==> config.mk <==
export PLATFORM = sky130hd
export DESIGN_NAME = atanh_series_flat
export DESIGN_NICKNAME = d
export VERILOG_FILES = /design/src/rtl/atanh_series_if.sv /design/src/rtl/atanh_series.sv /design/src/flat_wrapper.sv
export SDC_FILE = /design/constraint.sdc
export NUM_CORES = 1
export LEC_CHECK = 0
export CAP_MARGIN = 20
export CORE_MARGIN = 2
export CORE_UTILIZATION = 65
export CTS_CLUSTER_SIZE = 24
export DETAILED_ROUTE_END_ITERATION = 10
export MAX_ROUTING_LAYER = met4
export PLACE_DENSITY = 0.89
export SLEW_MARGIN = 30
export SYNTH_ARGS = -nofsm -noshare
export SYNTH_HDL_FRONTEND = slang
export SYNTH_SLANG_ARGS = --single-unit
==> constraint.sdc <==
create_clock -name clk -period 29.1 [get_ports clk]
set_input_delay 4.365 -clock clk [delete_from_list [all_inputs] [get_ports clk]]
set_output_delay 4.365 -clock clk [all_outputs]
set_load 0.02 [all_outputs]
==> src/rtl/atanh_series_if.sv <==
// atanh_series_if: start/done handshake bundle for the atanh_series unit.
//   start  - request, Q1.15 operand x_in sampled with it while busy is low
//   x_in   - operand, Q1.15 signed
//   busy   - unit occupied (accepted start through done cycle inclusive)
//   done   - one-cycle pulse, y_out valid in that cycle
//   y_out  - result, Q1.15 signed, held until the next done
// master: requester side, slave: the atanh_series unit.
interface atanh_series_if;
  logic        start;
  logic [15:0] x_in;
  logic        busy;
  logic        done;
  logic [15:0] y_out;

  modport master (
    output start,
    output x_in,
    input  busy,
    input  done,
    input  y_out
  );

  modport slave (
    input  start,
    input  x_in,
    output busy,
    output done,
    output y_out
  );
endinterface

==> src/rtl/atanh_series.sv <==
// atanh_series: iterative atanh(x) = sum x^(2k+1)/(2k+1), k = 0..N_TERMS-1, in Q1.15.
// Works on the magnitude with one shared 16x16 unsigned multiplier and a 1/(2k+1) ROM,
// then reapplies the sign. The accumulator saturates at 0x7FFF, so results never reach 0x8000.
// Ports:
//   clk  - clock, rising edge
//   rst  - asynchronous, active-high reset
//   bus  - atanh_series_if.slave (start, x_in, busy, done, y_out)
// Parameters:
//   N_TERMS - number of series terms, 2..8
// Build option:
//   ATANH_ROUND_EN - when defined, every multiply rounds half up instead of truncating.
module atanh_series #(
  parameter int unsigned N_TERMS = 8
) (
  input logic           clk,
  input logic           rst,
  atanh_series_if.slave bus
);

  localparam logic [1:0] S_IDLE = 2'd0;
  localparam logic [1:0] S_SQR  = 2'd1;
  localparam logic [1:0] S_POW  = 2'd2;
  localparam logic [1:0] S_MAC  = 2'd3;

  localparam logic [2:0] K_LAST = 3'(N_TERMS - 1);

  logic [1:0]  r_state;
  logic        r_sign;
  logic [15:0] r_mag;
  logic [15:0] r_x2;
  logic [15:0] r_power;
  logic [15:0] r_acc;
  logic [2:0]  r_k;
  logic        r_done;
  logic [15:0] r_y;

  logic        w_busy;
  logic [15:0] w_abs;
  logic [15:0] w_mul_a;
  logic [15:0] w_mul_b;
  logic [31:0] w_prod;
  logic [15:0] w_mul;
  logic [15:0] w_coef;
  logic [16:0] w_sum;
  logic [15:0] w_acc_sat;
  logic [15:0] w_y_next;

  assign w_busy    = (r_state != S_IDLE) || r_done;
  assign bus.busy  = w_busy;
  assign bus.done  = r_done;
  assign bus.y_out = r_y;

  // -0x8000 has no positive Q1.15 counterpart; clamp it to the largest magnitude.
  always_comb begin
    w_abs = bus.x_in;
    if (bus.x_in == 16'h8000) begin
      w_abs = 16'h7FFF;
    end else if (bus.x_in[15]) begin
      w_abs = 16'(~bus.x_in + 16'd1);
    end
  end

  always_comb begin
    w_coef = 16'h0000;
    case (r_k)
      3'd1:    w_coef = 16'h2AAB;
      3'd2:    w_coef = 16'h199A;
      3'd3:    w_coef = 16'h1249;
      3'd4:    w_coef = 16'h0E39;
      3'd5:    w_coef = 16'h0BA3;
      3'd6:    w_coef = 16'h09D9;
      3'd7:    w_coef = 16'h0889;
      default: w_coef = 16'h0000;
    endcase
  end

  // Shared multiplier operand select: mag^2 in SQR, power*coef in MAC, power*x2 otherwise.
  always_comb begin
    w_mul_a = r_power;
    w_mul_b = r_x2;
    case (r_state)
      S_SQR: begin
        w_mul_a = r_mag;
        w_mul_b = r_mag;
      end
      S_MAC: begin
        w_mul_a = r_power;
        w_mul_b = w_coef;
      end
      default: begin
        w_mul_a = r_power;
        w_mul_b = r_x2;
      end
    endcase
  end

`ifdef ATANH_ROUND_EN
  assign w_prod = ({16'h0000, w_mul_a} * {16'h0000, w_mul_b}) + 32'h0000_4000;
`else
  assign w_prod = {16'h0000, w_mul_a} * {16'h0000, w_mul_b};
`endif
  // Operands are < 1.0, so bits [30:15] hold the Q1.15 product.
  assign w_mul = 16'(w_prod >> 15);

  assign w_sum     = {1'b0, r_acc} + {1'b0, w_mul};
  assign w_acc_sat = (w_sum > 17'h07FFF) ? 16'h7FFF : w_sum[15:0];
  assign w_y_next  = r_sign ? 16'(~w_acc_sat + 16'd1) : w_acc_sat;

  always_ff @(posedge clk or posedge rst) begin
    if (rst) begin
      r_state <= S_IDLE;
      r_sign  <= 1'b0;
      r_mag   <= 16'h0000;
      r_x2    <= 16'h0000;
      r_power <= 16'h0000;
      r_acc   <= 16'h0000;
      r_k     <= 3'd0;
      r_done  <= 1'b0;
      r_y     <= 16'h0000;
    end else begin
      r_done <= 1'b0;
      case (r_state)
        S_IDLE: begin
          if (bus.start && !w_busy) begin
            r_sign  <= bus.x_in[15];
            r_mag   <= w_abs;
            r_power <= w_abs;
            r_acc   <= w_abs;
            r_k     <= 3'd1;
            r_state <= S_SQR;
          end
        end
        S_SQR: begin
          r_x2    <= w_mul;
          r_state <= S_POW;
        end
        S_POW: begin
          r_power <= w_mul;
          r_state <= S_MAC;
        end
        S_MAC: begin
          r_acc <= w_acc_sat;
          if (r_k == K_LAST) begin
            r_y     <= w_y_next;
            r_done  <= 1'b1;
            r_state <= S_IDLE;
          end else begin
            r_k     <= r_k + 3'd1;
            r_state <= S_POW;
          end
        end
        default: r_state <= S_IDLE;
      endcase
    end
  end

endmodule

==> src/flat_wrapper.sv <==
// flat-port wrapper written by rule: the top's interface ports become plain ports
module atanh_series_flat 
#(
  parameter int unsigned N_TERMS = 8
)
  (clk, rst, bus_start, bus_x_in, bus_busy, bus_done, bus_y_out);
  atanh_series_if bus_i ();
  input logic clk;
  input logic rst;
  input wire logic [$bits(bus_i.start)-1:0] bus_start;
  input wire logic [$bits(bus_i.x_in)-1:0] bus_x_in;
  output wire logic [$bits(bus_i.busy)-1:0] bus_busy;
  output wire logic [$bits(bus_i.done)-1:0] bus_done;
  output wire logic [$bits(bus_i.y_out)-1:0] bus_y_out;
  assign bus_i.start = bus_start;
  assign bus_i.x_in = bus_x_in;
  assign bus_busy = bus_i.busy;
  assign bus_done = bus_i.done;
  assign bus_y_out = bus_i.y_out;
  atanh_series #(.N_TERMS(N_TERMS)) u_core (.clk(clk), .rst(rst), .bus(bus_i));
endmodule
Yosys cells after proc, flatten, opt, wreduce, memory -nomap -nowiden
Cells that the tools add are included.
{"block": "word_totals", "register_bits": 87, "latch_bits": 0, "ramBits": 0, "rom_bits": 0, "output_inout_bits": 18, "memories": 0}
{"block": "classes", "add_sub_neg": 4, "multipliers": 1, "div_mod_pow": 0, "magnitude_cmp": 1, "n_eq_ne": 13, "n_shift": 0, "mux": 18, "n_bitwise": 2, "n_reduce_logical": 12}
{"operator": "14-bit one-hot mux with 7 select lines", "count": 1}
{"operator": "16-bit 2-to-1 mux", "count": 6}
{"operator": "16-bit one-hot mux with 2 select lines", "count": 3}
{"operator": "16-bit by 1-bit adder with 16-bit output (second input constant)", "count": 2}
{"operator": "16-bit NOT", "count": 2}
{"operator": "16-bit by 16-bit multiplier with 31-bit output", "count": 1}
{"operator": "16-bit by 16-bit adder with 17-bit output", "count": 1}
{"operator": "17-bit by 15-bit > comparator with 1-bit output (second input constant)", "count": 1}
{"operator": "16-bit == test (second input constant)", "count": 1}
{"operator": "3-bit == test (second input constant)", "count": 4}
{"operator": "2-bit one-hot mux with 4 select lines", "count": 1}
{"operator": "2-bit AND reduction", "count": 4}
{"operator": "3-bit by 2-bit == test with 1-bit output (second input constant)", "count": 2}
{"operator": "3-bit 2-to-1 mux", "count": 2}
{"operator": "3-bit one-hot mux with 2 select lines", "count": 1}
{"operator": "2-bit nonzero test", "count": 3}
{"operator": "2-bit == test (second input constant)", "count": 2}
{"operator": "2-bit 2-to-1 mux", "count": 2}
{"operator": "3-bit by 1-bit adder with 3-bit output (second input constant)", "count": 1}
{"operator": "3-bit by 1-bit == test with 1-bit output (second input constant)", "count": 1}
{"operator": "3-bit AND reduction", "count": 1}
{"operator": "2-bit by 1-bit == test with 1-bit output (second input constant)", "count": 1}
{"operator": "2-bit zero test", "count": 1}
{"operator": "1-bit 2-to-1 mux", "count": 2}
{"operator": "other kinds (5)", "count": 5}

Logic depth before layout (Yosys ltp)
Gate-level depths: netlist of the first run.
{"block": "logic_depth", "depth_word": 10, "depth_mapped": 44}

Least setup slack after synthesis of the first run
No wires, ideal clock.
{"block": "synth_timing", "path_type": "register to register", "startpoint": "register u_core.r_state[1]", "endpoint": "register u_core.r_y[14], in the netlist u_core.bus.y_out[14]", "setup_time_ps": 69, "arrival_ps": 9967, "path_slack_ps": 19064, "stages_incl_launch_ff": 43, "n_path_buf": 4, "cell_sequence": "dfrtp_1 -> inv_1 -> ha_1 -> buf_4 -> nor2_1 -> clkbuf_1 -> clkbuf_1 -> nand2_1 -> nand3_1 -> clkbuf_1 -> nand2_1 -> fa_1 -> fa_1 -> fa_1 -> fa_1 -> inv_1 -> fa_1 -> inv_1 -> (+7 left out) -> o21ai_4 -> o31ai_4 -> a211o_1 -> and2_1 -> ha_1 -> and3_1 -> a31oi_1 -> o21ai_0 -> a31oi_4 -> mux2i_1 -> nor2_1 -> ha_1 -> nand2_1 -> and4b_1 -> o211ai_1 -> nor2_1 -> a311o_1 -> nand3_1"}
{"block": "synth_between", "elab_chain_cells": 9}
{"element": "from (decl)", "line": "atanh_series.sv:27", "rtl": "logic [1:0] r_state;"}
{"element": "from (signal assigned)", "line": "atanh_series.sv:111", "rtl": "r_state <= S_IDLE;"}
{"element": "from (signal assigned)", "line": "atanh_series.sv:130", "rtl": "r_state <= S_SQR;"}
{"element": "from (signal assigned)", "line": "atanh_series.sv:135", "rtl": "r_state <= S_POW;"}
{"element": "2-bit == test / 2-bit by 1-bit == test with 1-bit output (equally long branches)", "line": "atanh_series.sv:81", "rtl": "case (r_state)"}
{"element": "16-bit one-hot mux with 2 select lines / 16-bit 2-to-1 mux (equally long branches)", "line": "atanh_series.sv:81"}
{"element": "16-bit by 16-bit multiplier with 31-bit output *", "line": "atanh_series.sv:100", "rtl": "assign w_prod = {16'h0000, w_mul_a} * {16'h0000, w_mul_b};"}
{"element": "named net u_core.w_prod[27]", "line": "atanh_series.sv:41", "rtl": "logic [31:0] w_prod;"}
{"element": "16-bit by 16-bit adder with 17-bit output *", "line": "atanh_series.sv:105", "rtl": "assign w_sum = {1'b0, r_acc} + {1'b0, w_mul};"}
{"element": "17-bit by 15-bit > comparator with 1-bit output", "line": "atanh_series.sv:106", "rtl": "assign w_acc_sat = (w_sum > 17'h07FFF) ? 16'h7FFF : w_sum[15:0];"}
{"element": "16-bit 2-to-1 mux *", "line": "atanh_series.sv:106"}
{"element": "16-bit NOT", "line": "atanh_series.sv:107", "rtl": "assign w_y_next = r_sign ? 16'(~w_acc_sat + 16'd1) : w_acc_sat;"}
{"element": "16-bit by 1-bit adder with 16-bit output", "line": "atanh_series.sv:107"}
{"element": "16-bit 2-to-1 mux *", "line": "atanh_series.sv:107"}
{"element": "to (signal assigned)", "line": "atanh_series.sv:144", "rtl": "r_y <= w_y_next;"}
{"element": "to (decl)", "line": "atanh_series.sv:35", "rtl": "logic [15:0] r_y;"}
The timed path passes the listed nets; every way through them passes the cells marked *.
A chain may end at the register's enable or synchronous reset.

Worst setup path in the final report of the first run
Same ends and word-level chain as after synthesis.

==> reports/results.tsv, run 1 <==
stage	metric	value	unit
clock_network	Root Driver	clkbuf_16	
min_path	HP Class	reg2reg	
setup_path	Slowest cell on crit path	mux2i_1	
timing	setup tns final	0	ns
setup_path	crit-path max cell delay	0.74	ns
placed_design	GP Congestion	0.964	
clock_network	Clk Latency, worst-skew pair	0.35	ns
global_route	first-pass GRT wire length	65.8	mm
routing	vias	12290	
synthesis	biggest area consumer among synthesized cells	fa_1	
synthesis	Synth cell types	96	
floorplanning	Die H	152	um
timing	Worst Tran Pin Value	1.03	ns
placed_design	Detail Placement HPWL	31.4	mm
finish	Antenna Cells	0	
clock_network	CTS tree	yes	
setup_path	worst-path fanout max	71	
setup_path	crit path DAT	11.97	ns
floorplanning	Starting Density	66.0	%
timing	WHS	0.481	ns
routing	DR vias/cell	6.34	
synthesis	Synth top area share	27.0	%
setup_path	CP dominant cell by count	fa_1	
floorplanning	FP Rows	54	
clock_network	clk sinks	87	
setup_path	kind of critical path	reg2reg	
floorplanning	IO Pins	37	
timing	Slew headroom	30.9	%
routing	drt first-iter violations	1025	
synthesis	Post-synth top flop	dfrtp_1	
timing	Fmax	85.6	MHz
clock_network	Clock Tree Buf Depth	2	
clock_network	cts bufs inserted	9	
synthesis	syn nets	1996	
global_route	largest net degree at the start of global routing	72	
floorplanning	total die area	23200	um2
timing	Final min period	11.68	ns
global_route	vias in the first global route	12922	
finish	layout cells sized above 1	6.39	%
setup_path	Critical Path Source Type	flip-flop	
timing	final clock skew	0.0116	ns
finish	Syn-to-layout area delta	6.35	%
flow_run	Max-cap violations	0	
global_route	GRT Total Usage	36.5	%
synthesis	Cell Area, Synth	14300	um2
floorplanning	CORE AREA	21700	um2
placed_design	port bufs	36	
timing	crit share post-route	40.1	%
clock_network	Setup Buffers After CTS	0	
clock_network	Reg clk slew, reported paths	0.07	ns
global_route	initial antenna violation count	0	
finish	Final #Nets	1994	
synthesis	Post-Syn Instances	1656	
synthesis	Syn Area/Cell	8.64	um2
setup_path	CP Capture Type	flip-flop	
timing	Final Max Slew Viols	0	
global_route	total gr overflow	0	
timing	RSZ-0062 raised after global routing	no	
routing	wire length per cell	20.5	um
routing	detailed-route wire length	39.8	mm
synthesis	Synth top cells by count	inv_1 (271), nand2_1 (252), fa_1 (193)	
synthesis	sequential area share after synthesis	15.2	%
clock_network	H-tree depth	3	
synthesis	Synth area leaders	fa_1 (27%), dfrtp_1 (15%), ha_1 (11%)	
timing	Setup Viol. Count Final	0	
routing	TritonRoute pass-1 iters	5	
synthesis	ys async rst share	100	%
clock_network	PostCTS Resize Cnt	0	
run_status	status	completed	
timing	Final Hold Fails	0	
setup_path	worst path required time	29.39	ns
routing	DRC	0	
routing	Routed Antenna Nets	0	
synthesis	register bit count reported by yosys	87	
synthesis	Post-synth EDFFs	0	
floorplanning	Die Wd	152	um
clock_network	hold_buf cts	0	
synthesis	Yosys Warn Count	0	
synthesis	top-count cell post-synth	inv_1	
[final timing paths]
kind,slack (ns),depth (start not counted),startpoint,endpoint
max,17.42,40,u_core.r_state[1],u_core.bus.y_out[14]
min,0.48,1,u_core.bus.y_out[3],u_core.bus.y_out[3]
max reg2reg,17.42,40,u_core.r_state[1],u_core.bus.y_out[14]
min reg2reg,0.48,1,u_core.bus.y_out[3],u_core.bus.y_out[3]
max in group asynchronous,23.60,3,rst,u_core.bus.y_out[9]
min in group asynchronous,4.32,2,rst,u_core.r_power[1]
[layout make-up]
type / instances / area, um2
multi-input cells: 1234 / 10900
fillers: 1624 / 6470
flip-flops and latches: 87 / 2180
inverters: 271 / 1020
repair buffers: 51 / 473
well taps: 280 / 350
clock buffers: 12 / 256
clock inverters: 4 / 77.6
[critical path, delay by kind of cell, from the launching register on]
kind                     cells  cell delay (ns)
AO/OA/AOI/OAI               12             2.76
adder cells (fa/ha/maj)     10             4.03
buffers and inverters        6             1.25
flip-flops                   1             0.43
multiplexers                 1             0.74
AND/OR/NAND/NOR             11             2.39
[flip-flops by register name (all words and copies together) (netlist names), 2 cells and up]
name / count
u_core.r_power: 16
u_core.bus.y_out: 16
u_core.r_mag: 16
u_core.r_state: 2
u_core.r_x2: 16
u_core.r_k: 3
u_core.r_acc: 16
[layer usage]
metal / vias up / share of wire, % / global-route usage, %
li1: 5414 / - / -
met1: 6005 / 38 / 46.0
met2: 714 / 47 / 58.1
met3: 157 / 10 / 6.60
met4: 0 / 5.0 / 16.4
met5: - / 0 / -
[through the flow]
stage,setup slack [ns],utilization [%],instance area (um2),std cells
after floorplan,19.06,-,14300,1656
after global placement,18.07,68.6,14900,1923
after detailed placement,17.63,68.6,14900,1923
after CTS,17.61,70.2,15200,1939
after global routing,16.77,70.2,15200,1939
final,17.42,70.2,15200,1939
[cells in the final DEF (no fill, tap or decap), types with 26 or more instances in the layout]
cell | netlist | layout
dfrtp_1 | 87 | 87
ha_1 | 128 | 127
inv_1 | 271 | 270
mux2_2 | 26 | 26
nor2_1 | 121 | 121
fa_1 | 193 | 193
a21o_1 | 32 | 32
nand2_1 | 252 | 251
a21oi_1 | 56 | 56
o21ai_0 | 62 | 61
clkdlybuf4s50_1 | 0 | 36
[cells by family (layout without fill, tap and decap cells)]
kind of cell               count (synthesis)  after routing  synth area share [%]
AOI/OAI and AO/OA                        309            309                  15.4
xor gates and xnor gates                  34             34                  2.13
adders and majority gates                321            321                  38.2
buffers and inverters                    335            338                  8.94
DFF                                       87             87                  15.2
muxes                                     47             47                  3.58
and+or+nand+nor                          523            523                  16.5
Power of run 1 is not shown: default switching activity piles up to over one toggle a cycle in this logic, so the estimate is an artifact.
==> run 2: changes to the inputs <==
--- a/config.mk
+++ b/config.mk
@@ -7,11 +7,11 @@
 export LEC_CHECK = 0
 export CAP_MARGIN = 20
 export CORE_MARGIN = 2
-export CORE_UTILIZATION = 65
+export CORE_UTILIZATION = 59
 export CTS_CLUSTER_SIZE = 24
 export DETAILED_ROUTE_END_ITERATION = 10
 export MAX_ROUTING_LAYER = met4
-export PLACE_DENSITY = 0.89
+export PLACE_DENSITY = 0.86
 export SLEW_MARGIN = 30
 export SYNTH_ARGS = -nofsm -noshare
 export SYNTH_HDL_FRONTEND = slang
==> constraint.sdc (replaced) <==
create_clock -name clk -period 9.7 [get_ports clk]
set_input_delay 1.455 -clock clk [delete_from_list [all_inputs] [get_ports clk]]
set_output_delay 1.455 -clock clk [all_outputs]
set_load 0.02 [all_outputs]
==> reports/results.tsv, run 2 (synthesis gave the netlist of run 1 again) <==
stage	metric	value	unit	change
setup_path	crit-path max cell delay	0.51	ns	was 0.74 ns
clock_network	clk sinks	87		unchanged
finish	commonest cells after routing, fill and taps aside	inv_1 (259), nand2_1 (246), fa_1 (192)		was inv_1 (270), nand2_1 (251), fa_1 (193)
global_route	GRT Total Usage	35.1	%	was 36.5%
timing	Setup Viol. Count Final	0		unchanged
setup_path	Critical Path Source Type	flip-flop		unchanged
finish	commonest non-fill, non-tap cell in the layout	inv_1		unchanged
setup_path	CP dominant cell by count	fa_1		unchanged
finish	Final #Nets	2142		was 1994
global_route	total gr overflow	0		unchanged
timing	Final Hold Fails	0		unchanged
clock_network	CTS tree	yes		unchanged
setup_path	worst-path fanout max	8		was 71
routing	Routed Antenna Nets	0		unchanged
clock_network	Root Driver	clkbuf_16		unchanged
min_path	Min-Delay Path Depth	1		unchanged
finish	Syn-to-layout area delta	18.6	%	was 6.35%
floorplanning	CORE AREA	23600	um2	was 21700 um2
setup_path	kind of critical path	reg2reg		unchanged
setup_path	Slowest cell on crit path	fa_1		was mux2i_1
routing	wire length per cell	21.0	um	was 20.5 um
setup_path	crit path DAT	9.86	ns	was 11.97 ns
clock_network	Clock Tree Buf Depth	2		unchanged
routing	drt first-iter violations	1274		was 1025
global_route	first-pass GRT wire length	68.9	mm	was 65.8 mm
floorplanning	Die Wd	160	um	was 152 um
timing	Worst Tran Pin Value	0.998	ns	was 1.03 ns
timing	Slew headroom	33.3	%	was 30.9%
placed_design	port bufs	36		unchanged
timing	Final Max Slew Viols	0		unchanged
floorplanning	Starting Density	60.6	%	was 66.0%
placed_design	Detail Placement HPWL	34.8	mm	was 31.4 mm
routing	DRC	0		unchanged
routing	TritonRoute pass-1 iters	6		was 5
global_route	largest net degree at the start of global routing	88		was 72
placed_design	GP Congestion	1.06		was 0.964
run_status	status	completed		unchanged
placed_design	Cell Area, Placed	15800	um2	was 14900 um2
clock_network	hold_buf cts	0		unchanged
routing	vias	13157		was 12.3k
timing	final clock skew	0.00935	ns	was 0.0116 ns
min_path	HP Class	reg2reg		unchanged
clock_network	Clk Latency, worst-skew pair	0.35	ns	about the same
clock_network	H-tree depth	3		unchanged
clock_network	cts bufs inserted	9		unchanged
floorplanning	total die area	25500	um2	was 23200 um2
timing	Final min period	9.67	ns	was 11.68 ns
setup_path	CP Capture Type	flip-flop		unchanged
global_route	vias in the first global route	13295		was 12.9k
clock_network	Reg clk slew, reported paths	0.06	ns	was 0.07 ns
timing	RSZ-0062 raised after global routing	yes		was no
global_route	initial antenna violation count	1		was 0
floorplanning	FP Rows	56		was 54
timing	crit share post-route	99.7	%	was 40.1%
routing	DR vias/cell	6.19		was 6.34
setup_path	worst path required time	9.89	ns	was 29.39 ns
flow_run	Max-cap violations	0		unchanged
floorplanning	Die H	160	um	was 152 um
routing	detailed-route wire length	44.7	mm	was 39.8 mm
finish	Final Cell Area	17000	um2	was 15200 um2
timing	Fmax	103	MHz	was 85.6 MHz
setup_path	cells on worst reg2reg path	42		was 40
finish	layout cells sized above 1	18.0	%	was 6.39%
floorplanning	IO Pins	37		unchanged
==> run 2: cell count changes in the layout (fill, tap and decap cells not counted), sizes merged <==
cell	previous run	this run
bufinv	2	0
clkinvlp	0	1
diode	0	1
buf	15	159
clkbuf	12	16
clkinv	3	4
==> run 2: path summary, 6_finish.rpt <==
check                               startpoint                   end  slack, ns
min in group asynchronous                  rst        u_core.r_x2[2]       1.66
hold reg to reg            u_core.bus.y_out[4]   u_core.bus.y_out[4]       0.48
setup reg to reg             u_core.r_state[1]  u_core.bus.y_out[12]       0.03
max in group asynchronous                  rst         u_core.r_k[0]       7.45
hold / removal             u_core.bus.y_out[4]   u_core.bus.y_out[4]       0.48
setup / recovery             u_core.r_state[1]  u_core.bus.y_out[12]       0.03
==> run 2: area by class of cell <==
type | instances | area (um2)
antenna | 1 | 2.50
multi-input combinational | 1234 | 11300
sequential | 87 | 2180
clock buffer | 12 | 256
fill | 1700 | 6650
tap | 319 | 399
clock inverter | 4 | 30.0
timing repair buffer | 199 | 1810
inverter | 271 | 1020
==> run 2: routing by layer <==
layer	share of wire (%)	global-route usage, %	vias up
met5	0	-	-
met4	5.9	15.6	0
met3	8.8	4.88	192
met2	48	57.9	821
met1	37	43.3	6429
li1	-	-	5715
==> run 2: critical path: cells and delay by family, from the launching register on <==
kind / cells / cell delay [ns]
XOR/XNOR: 1 / 0.18
AND/OR/NAND/NOR: 10 / 1.90
adder cells (fa/ha/maj): 10 / 3.89
multiplexers: 1 / 0.23
AO/OA/AOI/OAI: 10 / 1.79
flip-flops: 1 / 0.42
buffers and inverters: 10 / 1.08
==> run 2: stage by stage <==
stage	util [%]	worst slack (ns)	setup TNS, ns	hold WS [ns]	cells
5_1_grt	71.9	-0.225	-0.817	0.508	2127
4_1_cts	68.8	0.000441	0	0.487	2097
3_3_place_gp	67.1	-0.103	-0.135	0.457	2075
2_1_floorplan	-	0.0267	0	0.438	1656
3_5_place_dp	67.1	-0.253	-0.590	0.466	2075
6_report	71.9	0.0339	0	0.484	2127
==> run 2: timing repair <==
action,CTS,global route
gates resized for setup,10,93
setup endpoints to repair,4,22
pin swaps,3,30
cloned,0,4
setup buffers,6,25
Power of run 2 is left out for the same reason.
